--- config.mk ---
export PLATFORM = sky130hd
export DESIGN_NAME = mc_control_fsm
export DESIGN_NICKNAME = d
export VERILOG_FILES = /design/src/rtl/mc_ctrl_pkg.sv /design/src/rtl/alu_ctrl_dec.sv /design/src/rtl/mc_control_fsm.sv
export SDC_FILE = /design/constraint.sdc
export NUM_CORES = 1
export LEC_CHECK = 0
export ABC_AREA = 1
export ABC_CLOCK_PERIOD_IN_PS = 2500
export BUFFER_PORTS_ARGS = -buffer_cell sky130_fd_sc_hd__clkbuf_2
export CAP_MARGIN = 20
export CORE_MARGIN = 2
export CORE_UTILIZATION = 45
export CTS_CLUSTER_DIAMETER = 80
export CTS_CLUSTER_SIZE = 16
export DETAILED_ROUTE_END_ITERATION = 8
export PLACE_DENSITY = 0.76
export SLEW_MARGIN = 20
export SYNTH_ARGS = -nofsm -noshare
export SYNTH_HDL_FRONTEND = slang
export SYNTH_SLANG_ARGS = --single-unit
export TNS_END_PERCENT = 5
--- constraint.sdc ---
create_clock -name clk -period 2.5 [get_ports clk]
set_input_delay 0.5 -clock clk [delete_from_list [all_inputs] [get_ports clk]]
set_output_delay 0.5 -clock clk [all_outputs]
set_load 0.02 [all_outputs]
--- src/rtl/mc_ctrl_pkg.sv ---
// Shared encodings for the multicycle RV32I control path: FSM states, opcodes,
// ALU operation codes and datapath mux selects.
package mc_ctrl_pkg;

    typedef enum logic [3:0] {
        S_FETCH, S_DECODE, S_MEMADR, S_MEMREAD, S_MEMWB, S_MEMWRITE,
        S_EXECR, S_EXECI, S_ALUWB, S_BRANCH, S_JAL, S_JALR, S_JALRLINK,
        S_LUI, S_AUIPC, S_TRAP
    } state_t;

    localparam logic [6:0] OP_LOAD   = 7'b0000011;
    localparam logic [6:0] OP_STORE  = 7'b0100011;
    localparam logic [6:0] OP_RTYPE  = 7'b0110011;
    localparam logic [6:0] OP_ITYPE  = 7'b0010011;
    localparam logic [6:0] OP_BRANCH = 7'b1100011;
    localparam logic [6:0] OP_JAL    = 7'b1101111;
    localparam logic [6:0] OP_JALR   = 7'b1100111;
    localparam logic [6:0] OP_LUI    = 7'b0110111;
    localparam logic [6:0] OP_AUIPC  = 7'b0010111;

    localparam logic [3:0] ALU_ADD  = 4'b0000;
    localparam logic [3:0] ALU_SUB  = 4'b0001;
    localparam logic [3:0] ALU_AND  = 4'b0010;
    localparam logic [3:0] ALU_OR   = 4'b0011;
    localparam logic [3:0] ALU_SLL  = 4'b0100;
    localparam logic [3:0] ALU_SLT  = 4'b0101;
    localparam logic [3:0] ALU_XOR  = 4'b0110;
    localparam logic [3:0] ALU_SRL  = 4'b0111;
    localparam logic [3:0] ALU_SLTU = 4'b1000;
    localparam logic [3:0] ALU_SRA  = 4'b1111;

    localparam logic [1:0] RES_ALUOUT = 2'b00;
    localparam logic [1:0] RES_DATA   = 2'b01;
    localparam logic [1:0] RES_ALURES = 2'b10;

    localparam logic [1:0] SRCA_PC    = 2'b00;
    localparam logic [1:0] SRCA_OLDPC = 2'b01;
    localparam logic [1:0] SRCA_RD1   = 2'b10;
    localparam logic [1:0] SRCA_ZERO  = 2'b11;

    localparam logic [1:0] SRCB_RD2   = 2'b00;
    localparam logic [1:0] SRCB_IMM   = 2'b01;
    localparam logic [1:0] SRCB_FOUR  = 2'b10;

    localparam logic [2:0] IMM_I = 3'b000;
    localparam logic [2:0] IMM_S = 3'b001;
    localparam logic [2:0] IMM_B = 3'b010;
    localparam logic [2:0] IMM_J = 3'b011;
    localparam logic [2:0] IMM_U = 3'b100;

    // Which flavour of ALU decode the current state wants.
    typedef enum logic [1:0] {CLS_ADD, CLS_EXEC, CLS_BRANCH} alu_cls_t;

    typedef struct packed {
        logic       pcwrite;
        logic       adrsrc;
        logic       memwrite;
        logic       irwrite;
        logic [1:0] resultsrc;
        logic [1:0] alusrca;
        logic [1:0] alusrcb;
        logic       regwrite;
        logic       illegal;
        alu_cls_t   cls;
    } ctrl_t;

    function automatic logic [2:0] imm_sel(input logic [6:0] op);
        case (op)
            OP_STORE:         imm_sel = IMM_S;
            OP_BRANCH:        imm_sel = IMM_B;
            OP_JAL:           imm_sel = IMM_J;
            OP_LUI, OP_AUIPC: imm_sel = IMM_U;
            default:          imm_sel = IMM_I;
        endcase
    endfunction

endpackage

--- src/rtl/alu_ctrl_dec.sv ---
// ALU operation decode and branch resolution; purely combinational.
module alu_ctrl_dec import mc_ctrl_pkg::*; (
    input  logic [6:0] op,
    input  logic [2:0] funct3,
    input  logic       funct7b5,
    input  logic       zero,
    input  alu_cls_t   cls,
    output logic [3:0] alucontrol,
    output logic       taken
);

    always_comb begin
        alucontrol = ALU_ADD;
        taken      = 1'b0;
        case (cls)
            CLS_EXEC: begin
                case (funct3)
                    // funct7b5 on an I-type add is immediate bits, never sub
                    3'b000: alucontrol = (op == OP_RTYPE && funct7b5) ? ALU_SUB : ALU_ADD;
                    3'b001: alucontrol = ALU_SLL;
                    3'b010: alucontrol = ALU_SLT;
                    3'b011: alucontrol = ALU_SLTU;
                    3'b100: alucontrol = ALU_XOR;
                    3'b101: alucontrol = funct7b5 ? ALU_SRA : ALU_SRL;
                    3'b110: alucontrol = ALU_OR;
                    3'b111: alucontrol = ALU_AND;
                endcase
            end
            CLS_BRANCH: begin
                case (funct3)
                    3'b000: begin alucontrol = ALU_SUB;  taken =  zero; end
                    3'b001: begin alucontrol = ALU_SUB;  taken = !zero; end
                    3'b100: begin alucontrol = ALU_SLT;  taken = !zero; end
                    3'b101: begin alucontrol = ALU_SLT;  taken =  zero; end
                    3'b110: begin alucontrol = ALU_SLTU; taken = !zero; end
                    3'b111: begin alucontrol = ALU_SLTU; taken =  zero; end
                    default: ;
                endcase
            end
            default: ;
        endcase
    end

endmodule

--- src/rtl/mc_control_fsm.sv ---
// Multicycle RV32I control FSM: sequences fetch/decode/execute/memory/writeback
// and drives datapath selects and enables.
module mc_control_fsm import mc_ctrl_pkg::*; (
    input  logic       clk,
    input  logic       reset,
    input  logic [6:0] op,
    input  logic [2:0] funct3,
    input  logic       funct7b5,
    input  logic       Zero,
    input  logic       MemReady,
    output logic       PCWrite,
    output logic       AdrSrc,
    output logic       MemWrite,
    output logic       IRWrite,
    output logic [1:0] ResultSrc,
    output logic [1:0] ALUSrcA,
    output logic [1:0] ALUSrcB,
    output logic [2:0] ImmSrc,
    output logic       RegWrite,
    output logic [3:0] ALUControl,
    output logic       Illegal
);

    state_t     state, state_n;
    ctrl_t      c, cg;
    logic [3:0] alu_code;
    logic       taken;

    always_ff @(posedge clk or posedge reset) begin
        if (reset) state <= S_FETCH;
        else       state <= state_n;
    end

    always_comb begin
        state_n = state;
        case (state)
            S_FETCH:    if (MemReady) state_n = S_DECODE;
            S_DECODE: begin
                case (op)
                    OP_LOAD, OP_STORE: state_n = S_MEMADR;
                    OP_RTYPE:          state_n = S_EXECR;
                    OP_ITYPE:          state_n = S_EXECI;
                    OP_BRANCH:         state_n = S_BRANCH;
                    OP_JAL:            state_n = S_JAL;
                    OP_JALR:           state_n = S_JALR;
                    OP_LUI:            state_n = S_LUI;
                    OP_AUIPC:          state_n = S_AUIPC;
                    default:           state_n = S_TRAP;
                endcase
            end
            S_MEMADR:   state_n = (op == OP_STORE) ? S_MEMWRITE : S_MEMREAD;
            S_MEMREAD:  if (MemReady) state_n = S_MEMWB;
            S_MEMWRITE: if (MemReady) state_n = S_FETCH;
            S_MEMWB, S_ALUWB, S_BRANCH, S_JALRLINK: state_n = S_FETCH;
            S_EXECR, S_EXECI, S_JAL, S_LUI, S_AUIPC: state_n = S_ALUWB;
            S_JALR:     state_n = S_JALRLINK;
            S_TRAP:     state_n = S_TRAP;
            default:    state_n = S_FETCH;
        endcase
    end

    always_comb begin
        c     = '0;
        c.cls = CLS_ADD;
        case (state)
            S_FETCH: begin
                c.alusrca = SRCA_PC;  c.alusrcb = SRCB_FOUR; c.resultsrc = RES_ALURES;
                c.pcwrite = MemReady; c.irwrite = MemReady;
            end
            // branch target is precomputed here and parked in ALUOut
            S_DECODE:   begin c.alusrca = SRCA_OLDPC; c.alusrcb = SRCB_IMM; end
            S_MEMADR:   begin c.alusrca = SRCA_RD1;   c.alusrcb = SRCB_IMM; end
            S_MEMREAD:  c.adrsrc = 1'b1;
            S_MEMWB:    begin c.resultsrc = RES_DATA; c.regwrite = 1'b1; end
            S_MEMWRITE: begin c.adrsrc = 1'b1; c.memwrite = 1'b1; end
            S_EXECR:    begin c.alusrca = SRCA_RD1; c.alusrcb = SRCB_RD2; c.cls = CLS_EXEC; end
            S_EXECI:    begin c.alusrca = SRCA_RD1; c.alusrcb = SRCB_IMM; c.cls = CLS_EXEC; end
            S_ALUWB:    begin c.resultsrc = RES_ALUOUT; c.regwrite = 1'b1; end
            S_JAL: begin
                c.alusrca = SRCA_OLDPC; c.alusrcb = SRCB_FOUR;
                c.resultsrc = RES_ALUOUT; c.pcwrite = 1'b1;
            end
            S_JALR: begin
                c.alusrca = SRCA_RD1; c.alusrcb = SRCB_IMM;
                c.resultsrc = RES_ALURES; c.pcwrite = 1'b1;
            end
            S_JALRLINK: begin
                c.alusrca = SRCA_OLDPC; c.alusrcb = SRCB_FOUR;
                c.resultsrc = RES_ALURES; c.regwrite = 1'b1;
            end
            S_LUI:      begin c.alusrca = SRCA_ZERO;  c.alusrcb = SRCB_IMM; end
            S_AUIPC:    begin c.alusrca = SRCA_OLDPC; c.alusrcb = SRCB_IMM; end
            S_BRANCH: begin
                c.alusrca = SRCA_RD1; c.alusrcb = SRCB_RD2; c.resultsrc = RES_ALUOUT;
                c.cls = CLS_BRANCH; c.pcwrite = taken;
            end
            S_TRAP:     c.illegal = 1'b1;
            default: ;
        endcase
    end

    alu_ctrl_dec u_dec (
        .op         (op),
        .funct3     (funct3),
        .funct7b5   (funct7b5),
        .zero       (Zero),
        .cls        (c.cls),
        .alucontrol (alu_code),
        .taken      (taken)
    );

    // Reset gates outputs combinationally so strobes drop without waiting for a clock.
    assign cg         = reset ? '0 : c;
    assign ALUControl = reset ? ALU_ADD : alu_code;
    assign PCWrite    = cg.pcwrite;
    assign AdrSrc     = cg.adrsrc;
    assign MemWrite   = cg.memwrite;
    assign IRWrite    = cg.irwrite;
    assign ResultSrc  = cg.resultsrc;
    assign ALUSrcA    = cg.alusrca;
    assign ALUSrcB    = cg.alusrcb;
    assign RegWrite   = cg.regwrite;
    assign Illegal    = cg.illegal;
    assign ImmSrc     = imm_sel(op);

endmodule

======== Yosys cells after proc, flatten, opt, wreduce, memory -nomap -nowiden ========
Cells that the tools add are included.
cells by class
  eq/ne operators ......................... 36
  mux-type cells .......................... 25
  reduce and logical (&&, ||, !) cells .... 23
operators by type and width
  kind                                                  number
  case mux 4 bit (8 select lines)                       2
  case mux 4 bit (9 select lines)                       1
  equality test 4 bit (second input constant)           8
  case mux 4 bit (6 select lines)                       1
  OR reduction 2 bit                                    11
  equality test 7 x 6 -> 1 bit (second input constant)  3
  equality test 7 bit (second input constant)           3
  two-way mux 4 bit                                     5
  equality test 4 x 3 -> 1 bit (second input constant)  4
  OR reduction 3 bit                                    5
  equality test 7 x 5 -> 1 bit (second input constant)  2
  two-way mux 14 bit                                    1
  equality test 3 bit (second input constant)           4
  case mux 3 bit (4 select lines)                       1
  case mux 4 bit (3 select lines)                       1
  equality test 4 x 2 -> 1 bit (second input constant)  2
  case mux 2 bit (2 select lines)                       2
  case mux 4 bit (2 select lines)                       1
  equality test 7 x 2 -> 1 bit (second input constant)  1
  two-way mux 1 bit                                     7
  equality test 3 x 2 -> 1 bit (second input constant)  2
  inequality test 2 bit (second input constant)         3
  OR reduction 5 bit                                    1
  equality test 4 x 1 -> 1 bit (second input constant)  1
  12 further kinds                                      12
word-level totals
  bits in registers ....................... 4
  bits of input ports ..................... 15
  output and inout bits ................... 19
  logic and storage cells ................. 85

======== Depth between registers and ports, before layout ========
Gate-level depths: netlist of run 1.
  depth in word-level cells ............... 7
  mapped depth ............................ 10

======== Cells and area by module ========
A second synthesis of run 1 with hierarchy kept.
second synthesis, totals
  cell total of the unflattened synthesis .. 171
  area, all modules ....................... 862.1 um2
by module, submodules not included
  module          instances  cells each  area each (um2)  sequential area each (um2)
  mc_control_fsm  1          128         656.9            100.1
  alu_ctrl_dec    1          43          205.2            0.0

======== Least setup slack after synthesis of run 1 ========
Ideal clock, no wire load.
  path kind ............................... reg2out
  start point ............................. register state[0]
  end point ............................... output ALUControl[2]
  arrival time ............................ 1.662 ns
  required time ........................... 2.000 ns
  slack ................................... 0.338 ns
  cell stages (with the launch flop) ...... 9
  buffers on the path ..................... 0
  cells stage by stage .................... dfrtp_1 inv_2 nor2_2 inv_2 nor2_2 ha_1 nor2_1 nand3_1 o21ai_0
between the ends
  longest elaborated chain between the ends .. 6
  elaborated cells on any way between the ends .. 9
  classes of those cells .................. 5 x eq/ne; 3 x mux; 1 x reduce/logical
ends and longest elaborated chain
  what                                                                        RTL line               text
  start: declaration                                                          mc_control_fsm.sv:24   state_t state, state_n;
  start signal: assignment                                                    mc_control_fsm.sv:31   else state <= state_n;
  equality test 4 x 3 -> 1 bit                                                mc_control_fsm.sv:65   case (state)
  OR reduction 2 bit (no source line)                                         --
  case mux 2 bit (2 select lines) *                                           mc_control_fsm.sv:65
  equality test 2 bit / equality test 2 x 1 -> 1 bit (equally long branches)  alu_ctrl_dec.sv:15     case (cls)
  case mux 4 bit (2 select lines) *                                           alu_ctrl_dec.sv:15
  two-way mux 4 bit *                                                         mc_control_fsm.sv:114  assign ALUControl = reset ? ALU_ADD : alu_code;
  end: declaration                                                            mc_control_fsm.sv:20   output logic [3:0] ALUControl,
Mark *: on every way between the ends. The rest lies on a longest branch, timed or not.

======== Worst setup path in the final report of run 1 ========
  start point ............................. register state[1]
  end point ............................... output ALUControl[3]
Same word-level chain as after synthesis.

==> results.sh, run 1 <==
export IMPL_status="finished, final reports clean"
export IMPL_critical_path_max_fanout=5
export IMPL_cts_htree_levels=1
export IMPL_synthSimpleGateAreaFrac=0.4912
export IMPL_die_w_um=45.69
export IMPL_drive_above_1_share=0.3571
export IMPL_viasPerCell=5.258
export IMPL_synth_distinct_cells=22
export IMPL_cap_viol_max_count=0
export IMPL_wl_per_cell_um=10.80
export IMPL_grt_total_usage=0.2172
export IMPL_synth_xor_area_frac=0.01120
export IMPL_synth_fa_ha_area_frac=0.03200
export IMPL_antennaDiodeCount=0
export IMPL_areaGrowthSynthToFinish_pct=40.96
export IMPL_regMostFlops="state"
export IMPL_place_hpwl_um=1793
export IMPL_final_seq_area_um2=102.6
export IMPL_required_ns=2.00
export IMPL_final_area_mm2=0.001102
export IMPL_clkSinkCount=4
export IMPL_fin_util=0.6599
export IMPL_place_area_um2=964.7
export IMPL_synth_warnings=0
export IMPL_syn_nets=169
export IMPL_cpPeakStageDelay_ns=0.44
export IMPL_synth_compound_area_share=0.1792
export IMPL_syn_cell_area_um2=782.0
export IMPL_drt_first_pass_iters=4
export IMPL_power_leakage_nw=0.6126
export IMPL_fp_coreArea_mm2=0.001670
export IMPL_fin_skew_ns=0.003651
export IMPL_multi_input_area_um2=598.1
export IMPL_fillers=158
export IMPL_synth_top_family_by_area="simple AND/OR/NAND/NOR gates"
export IMPL_cp_start_kind="flop"
export IMPL_wl_um=2300
export IMPL_synth_area_mux_share=0
export IMPL_ir_drop_v=0.0007692
export IMPL_layout_min_cycle_time_ns=2.399
export IMPL_drcViolationCount=0
export IMPL_hold_path_class="input port to asynchronous set/reset pin"
export IMPL_syn_area_per_cell_um2=5.145
export IMPL_core_rowCount=15
export IMPL_reg_largest_list="state (4)"
export IMPL_drtAntennaViolNets=0
export IMPL_layout_setup_ws_ns=0.1014
export IMPL_tritoncts="built"
export IMPL_slowest_stage="dfrtp_2"
export IMPL_antenna_found_initial=0
export IMPL_power_total_mw=0.9680
export IMPL_whs_ns=0.3043
export IMPL_powerDensity_mw_per_mm2=878.2
export IMPL_die_h_um=45.69
export IMPL_drt_iter0_markers=35
export IMPL_grt_first_pass_wirelength_um=3456
export IMPL_port_buffers=33
export IMPL_largest_register_ffs=4
export IMPL_max_slew_worst_pin_slew_ns=0.2866
export IMPL_setup_viol=0
export IMPL_max_freq_mhz=416.9
export IMPL_postCtsHoldBufs=0
export IMPL_worst_setup_hold_path_clk_slew_ns=0.04
export IMPL_grt_pass1_vias=894
export IMPL_crit_path_end_kind="output pin"
export IMPL_cts_root_buffer="clkbuf_4"
export IMPL_synth_top_area_frac=0.1584
export IMPL_vias=1120
export IMPL_die_area_mm2=0.002087
export IMPL_min_period_over_period=0.9594
export IMPL_ys_seq_area_frac=0.1280
export IMPL_worstPathCellList="nor2_4 -> inv_2 -> nor2_4 -> ha_4 -> nor2_2 -> inv_2 -> nor3_2 -> nand2_1 -> o21ai_0 -> buf_4"
export IMPL_cp_data_arrival_time_ns=1.90
export IMPL_ys_ff_latch=4
export IMPL_netlist_instances=152
export IMPL_grt_max_degree=14
export IMPL_final_cell_mix="31 x nand2_1, 31 x clkbuf_2, 27 x nor2_1, 25 x inv_1, 11 x buf_4"
export IMPL_hold_viol=0
export IMPL_slew_headroom=0.8082
export IMPL_ios=34
export IMPL_path_class="flop to output pin"
export IMPL_fin_nets=215
export IMPL_cts_max_path_buffers=2
export IMPL_gp_congestion=0.9293
export IMPL_insertion_delay_ns=0.23
export IMPL_synth_area_top_cells="nand2_1 16%, nor2_1 13%, inv_1 13%, dfrtp_1 13%, a21oi_1 6.4%"
export IMPL_cts_buffers=3
export IMPL_slew_viol_final=0
export IMPL_start_util=0.4682
export IMPL_yosys_area_top_type="nand2_1"
export IMPL_pre_cts_ws_ns=0.1456
export IMPL_overflow=0
==> layer usage <==
layer	track usage	vias to the layer above	share of wire
met4	0.05882	0	0
met5	0	-	0
met2	0.3972	41	0.55
met3	0.007937	0	0.051
met1	0.2734	506	0.40
li1	-	573	-
==> synthesized netlist by cell type <==
cell	count
o221ai_1	1
nand2_1	33
or2_2	1
nor2_1	28
inv_2	5
nor2_4	2
dfrtp_1	4
a31oi_1	1
o211ai_1	1
o21ai_0	10
nand3_1	10
xor2_1	1
a31o_2	1
inv_1	27
nand2_2	1
nor3_1	4
nand4_1	3
a21oi_1	10
nor2_2	5
buf_1	1
o21ai_2	1
ha_1	2
==> worst max-delay path, delay by kind of cell, from the launching register on <==
| family | cells | cell delay [ns] |
|---|---|---|
| simple gates | 5 | 0.64 |
| flops | 1 | 0.44 |
| buf+inv | 3 | 0.30 |
| fa+ha+maj | 1 | 0.21 |
| compound gates | 1 | 0.08 |
==> repair_timing <==
item,in CTS,in global routing
gates resized for setup,2,14
pin swaps,2,5
buffers inserted,3,6
cloned,0,0
setup endpoints to repair,2,2
==> path summary, 6_finish.rpt <==
check | startpoint | to | slack, ns | depth (start not counted)
setup / recovery | state[1] | ALUControl[3] | 0.10 | 10
hold / removal | reset | state[0] | 0.30 | 2
setup reg to reg | state[0] | state[0] | 0.99 | 10
hold reg to reg | state[2] | state[2] | 0.56 | 2
max in group asynchronous | reset | state[1] | 2.02 | 2
min in group clk | state[2] | state[2] | 0.56 | 2
==> stage by stage <==
step / setup TNS (ns) / cells
2_1_floorplan: 0 / 152
3_3_place_gp: 0 / 201
3_5_place_dp: 0 / 201
4_1_cts: 0 / 207
5_1_grt: -0.006249 / 213
6_report: 0 / 213
==> power breakdown <==
part / internal, mW / switching [mW] / leakage (nW)
combinational: 0.285 / 0.464 / 0.551
sequential: 0.0992 / 0.0432 / 0.0477
clock: 0.0534 / 0.0227 / 0.0138
==> cells by family after synthesis <==
logic type,after synthesis
simple gates,87
fa+ha+maj,2
compound gates,25
flops,4
xor+xnor,1
buf+inv,33
==> area by class of cell <==
class | count | share of cell area
Multi-Input combinational cell | 115 | 0.5426
Tap cell | 17 | 0.01930
Timing Repair Buffer | 42 | 0.2157
Inverter | 32 | 0.1090
Clock buffer | 3 | 0.02043
Sequential cell | 4 | 0.09308
Note: power is estimated with default switching activity, not from simulation.
==> run 2: changes to the inputs <==
--- a/config.mk
+++ b/config.mk
@@ -5,7 +5,6 @@
 export SDC_FILE = /design/constraint.sdc
 export NUM_CORES = 1
 export LEC_CHECK = 0
-export ABC_AREA = 1
 export ABC_CLOCK_PERIOD_IN_PS = 2500
 export BUFFER_PORTS_ARGS = -buffer_cell sky130_fd_sc_hd__clkbuf_2
 export CAP_MARGIN = 20
@@ -14,7 +13,7 @@
 export CTS_CLUSTER_DIAMETER = 80
 export CTS_CLUSTER_SIZE = 16
 export DETAILED_ROUTE_END_ITERATION = 8
-export PLACE_DENSITY = 0.76
+export PLACE_DENSITY = 0.74
 export SLEW_MARGIN = 20
 export SYNTH_ARGS = -nofsm -noshare
 export SYNTH_HDL_FRONTEND = slang
==> run 2 against run 1 <==
Net effect: the run now ends with negative setup slack left; fmax decreased by 9.5%; global-route usage increased by 3.9 points; design area increased by 22%.
==> results.sh, run 2 <==
export IMPL_synthArstFlopShare=1.000
export IMPL_path_class="flop to output pin"
export IMPL_fin_nets=208
export IMPL_slew_viol_final=0
export IMPL_power_leakage_nw=0.5858
export IMPL_cts_htree_levels=1
export IMPL_die_w_um=48.93
export IMPL_yosys_area_top_type="dfrtp_1"
export IMPL_status="finished with violations"
export IMPL_max_slew_worst_pin_slew_ns=0.3030
export IMPL_setup_viol=3
export IMPL_wl_um=3145
export IMPL_cap_viol_max_count=0
export IMPL_clockPowerShare=0.068
export IMPL_synth_most_common_cell="nand2_1"
export IMPL_viasPerCell=5.977
export IMPL_layoutNonFillerInstCount=216
export IMPL_hold_viol=0
export IMPL_cp_start_kind="flop"
export IMPL_areaGrowthSynthToFinish_pct=48.48
export IMPL_rsz0062_at_grt="true"
export IMPL_synth_area_top_cells="dfrtp_1 11%, a21oi_1 8.8%, nand2_1 7.0%, nor3_1 6.1%, nor2_1 5.0%"
export IMPL_grt_first_pass_wirelength_um=4947
export IMPL_cts_buffers=3
export IMPL_ir_drop_v=0.0004836
export IMPL_postCtsHoldBufs=0
export IMPL_critical_path_max_fanout=3
export IMPL_clkSinkCount=4
export IMPL_antennaDiodeCount=0
export IMPL_seq_power_share=0.112
export IMPL_synth_warnings=0
export IMPL_rrSetupSlack_ns=0.51
export IMPL_hold_path_class="input port to asynchronous set/reset pin"
export IMPL_antenna_found_initial=0
export IMPL_worst_setup_hold_path_clk_slew_ns=0.04
export IMPL_powerDensity_mw_per_mm2=891.2
export IMPL_slowest_stage="dfrtp_1"
export IMPL_drtAntennaViolNets=0
export IMPL_dp_cells=204
export IMPL_worstPathCellList="nor2b_4 -> nand2_2 -> inv_2 -> ha_4 -> nor3b_4 -> nand3_1 -> o32a_1 -> a211oi_4 -> clkbuf_8"
export IMPL_tritoncts="built"
export IMPL_pre_cts_ws_ns=0.1311
export IMPL_ios=34
export IMPL_grt_pass1_vias=1147
export IMPL_min_period_over_period=1.061
export IMPL_overflow=0
export IMPL_cp_data_arrival_time_ns=2.15
export IMPL_wl_per_cell_um=14.56
export IMPL_largest_register_ffs=4
export IMPL_regMostFlops="state"
export IMPL_final_cell_mix="30 x clkbuf_2, 23 x buf_4, 16 x nand2_1, 15 x a21oi_1, 11 x nor2_1"
export IMPL_netlist_instances=145
export IMPL_cts_root_buffer="clkbuf_4"
export IMPL_place_hpwl_um=2042
export IMPL_drcViolationCount=0
export IMPL_p_sw_mw=0.6322
export IMPL_core_rowCount=16
export IMPL_fp_coreArea_mm2=0.001942
export IMPL_drt_iter0_markers=43
export IMPL_grt_max_degree=17
export IMPL_gp_congestion=0.8578
export IMPL_cpPeakStageDelay_ns=0.40
export IMPL_die_area_mm2=0.002394
export IMPL_die_h_um=48.93
export IMPL_r2r_start="state[3]"
export IMPL_start_util=0.4678
export IMPL_grt_total_usage=0.2561
export IMPL_slew_headroom=0.7980
export IMPL_switching_share=0.5259
export IMPL_ys_seq_area_frac=0.1102
export IMPL_fin_skew_ns=0.005231
export IMPL_synth_edf_count=0
export IMPL_required_ns=2.00
export IMPL_ff2ff_path_depth=8
export IMPL_violations="negative setup slack"
export IMPL_syn_area_per_cell_um2=6.265
export IMPL_vias=1291
export IMPL_drt_first_pass_iters=4
export IMPL_layout_min_cycle_time_ns=2.652
export IMPL_synth_distinct_cells=44
export IMPL_max_freq_mhz=377.1
export IMPL_layout_setup_ws_ns=-0.1516
export IMPL_synth_ff_type="dfrtp_1"
export IMPL_reg_largest_list="state (4)"
export IMPL_synth_top_area_frac=0.1102
export IMPL_p_comb_frac=0.820
export IMPL_synthTopCellsByCount="17 x nand2_1, 16 x a21oi_1, 12 x nor2_1"
export IMPL_ys_ff_latch=4
export IMPL_final_common_cell="clkbuf_2"
export IMPL_rr_endpoint="state[2]"
export IMPL_port_buffers=33
export IMPL_internal_power_mw=0.5699
export IMPL_cts_max_path_buffers=2
export IMPL_drive_above_1_share=0.4127
export IMPL_crit_path_end_kind="output pin"
export IMPL_syn_nets=162
export IMPL_insertion_delay_ns=0.24
export IMPL_syn_cell_area_um2=908.4
==> run 2: cell count changes in the layout (fill, tap and decap cells not counted), sizes merged, moves of 3 or more <==
cell,previous run,this run
a211oi,0,3
nand3,10,7
or3,0,3
nand4,3,0
inv,32,6
and3,0,3
nor2,35,12
nor3,4,12
xnor2,0,4
nand3b,0,4
nand2,34,17
buf,11,24
a21oi,10,16
==> run 2: cells by family (layout without fill, tap and decap cells) <==
logic type,count (synthesis),after routing,share of synthesized area
DFF,4,4,0.1102
and+or+nand+nor,70,70,0.4077
AOI/OAI and AO/OA,42,42,0.2961
muxes,1,1,0.01102
adders and majority gates,2,2,0.02754
xor gates and xnor gates,5,5,0.04821
buffers and inverters,21,65,0.09917
==> run 2: power groups by stage <==
| stage | Sequential [mW] | Clock (mW) | Combinational, mW |
|---|---|---|---|
| 3_3_place_gp | 0.120 | 0 | 0.781 |
| 2_1_floorplan | 0.106 | 0 | 0.591 |
| 6_report | 0.134 | 0.0819 | 0.986 |
| 3_5_place_dp | 0.120 | 0 | 0.797 |
| 4_1_cts | 0.121 | 0.0822 | 0.894 |
| 5_1_grt | 0.135 | 0.0820 | 1.06 |
==> run 2: how the worst max path moves through the flow <==
stage,slack [ns],endpoint,depth (start not counted),start
5_1_grt,-0.21,ALUControl[0],9,state[2]
3_3_place_gp,0.17,ALUControl[0],9,state[3]
2_1_floorplan,0.02,ALUControl[0],9,state[1]
6_report,-0.15,ALUControl[0],9,state[2]
4_1_cts,-0.07,ALUControl[0],9,state[2]
3_5_place_dp,0.13,ALUControl[0],9,state[2]
==> run 2: per-stage QoR <==
stage | hold slack, ns | total power [mW] | setup TNS (ns) | area (um2) | utilization
floorplan | 0.2817 | 0.6971 | 0 | 933.4 | -
global placement | 0.5789 | 0.9008 | 0 | 1164 | 0.5992
detailed placement | 0.5897 | 0.9174 | 0 | 1164 | 0.5992
CTS | 0.3382 | 1.097 | -0.08113 | 1292 | 0.6656
global route | 0.4040 | 1.277 | -0.4918 | 1349 | 0.6946
finish | 0.3571 | 1.202 | -0.2619 | 1349 | 0.6946
==> run 2: layout make-up <==
type,count,area [um2]
clock buffer,3,22.52
multi-input combinational,120,818.3
timing repair buffer,55,347.8
sequential,4,100.1
fill,168,593.1
inverter,7,26.28
tap,27,33.78
==> run 2: critical path, delay by kind of cell, from the launching register on <==
kind / cells / cell delay [ns]
AND/OR/NAND/NOR: 4 / 0.58
AO/OA/AOI/OAI: 2 / 0.55
flip-flops: 1 / 0.40
buffers and inverters: 2 / 0.26
adder cells (fa/ha/maj): 1 / 0.12
==> run 2: what timing repair did <==
| item | CTS | global route |
|---|---|---|
| buffers inserted | 8 | 1 |
| resized for setup | 11 | 14 |
| endpoints found under the setup margin | 1 | 5 |
| pin swaps | 5 | 4 |
==> run 2: per-layer routing <==
metal,track usage,share of wire,vias up,wire (um)
li1,-,-,613,-
met1,0.2830,0.40,596,1244
met2,0.5114,0.51,69,1600
met5,0,0,-,0
met3,0.01227,0.065,13,204
met4,0.08571,0.030,0,95
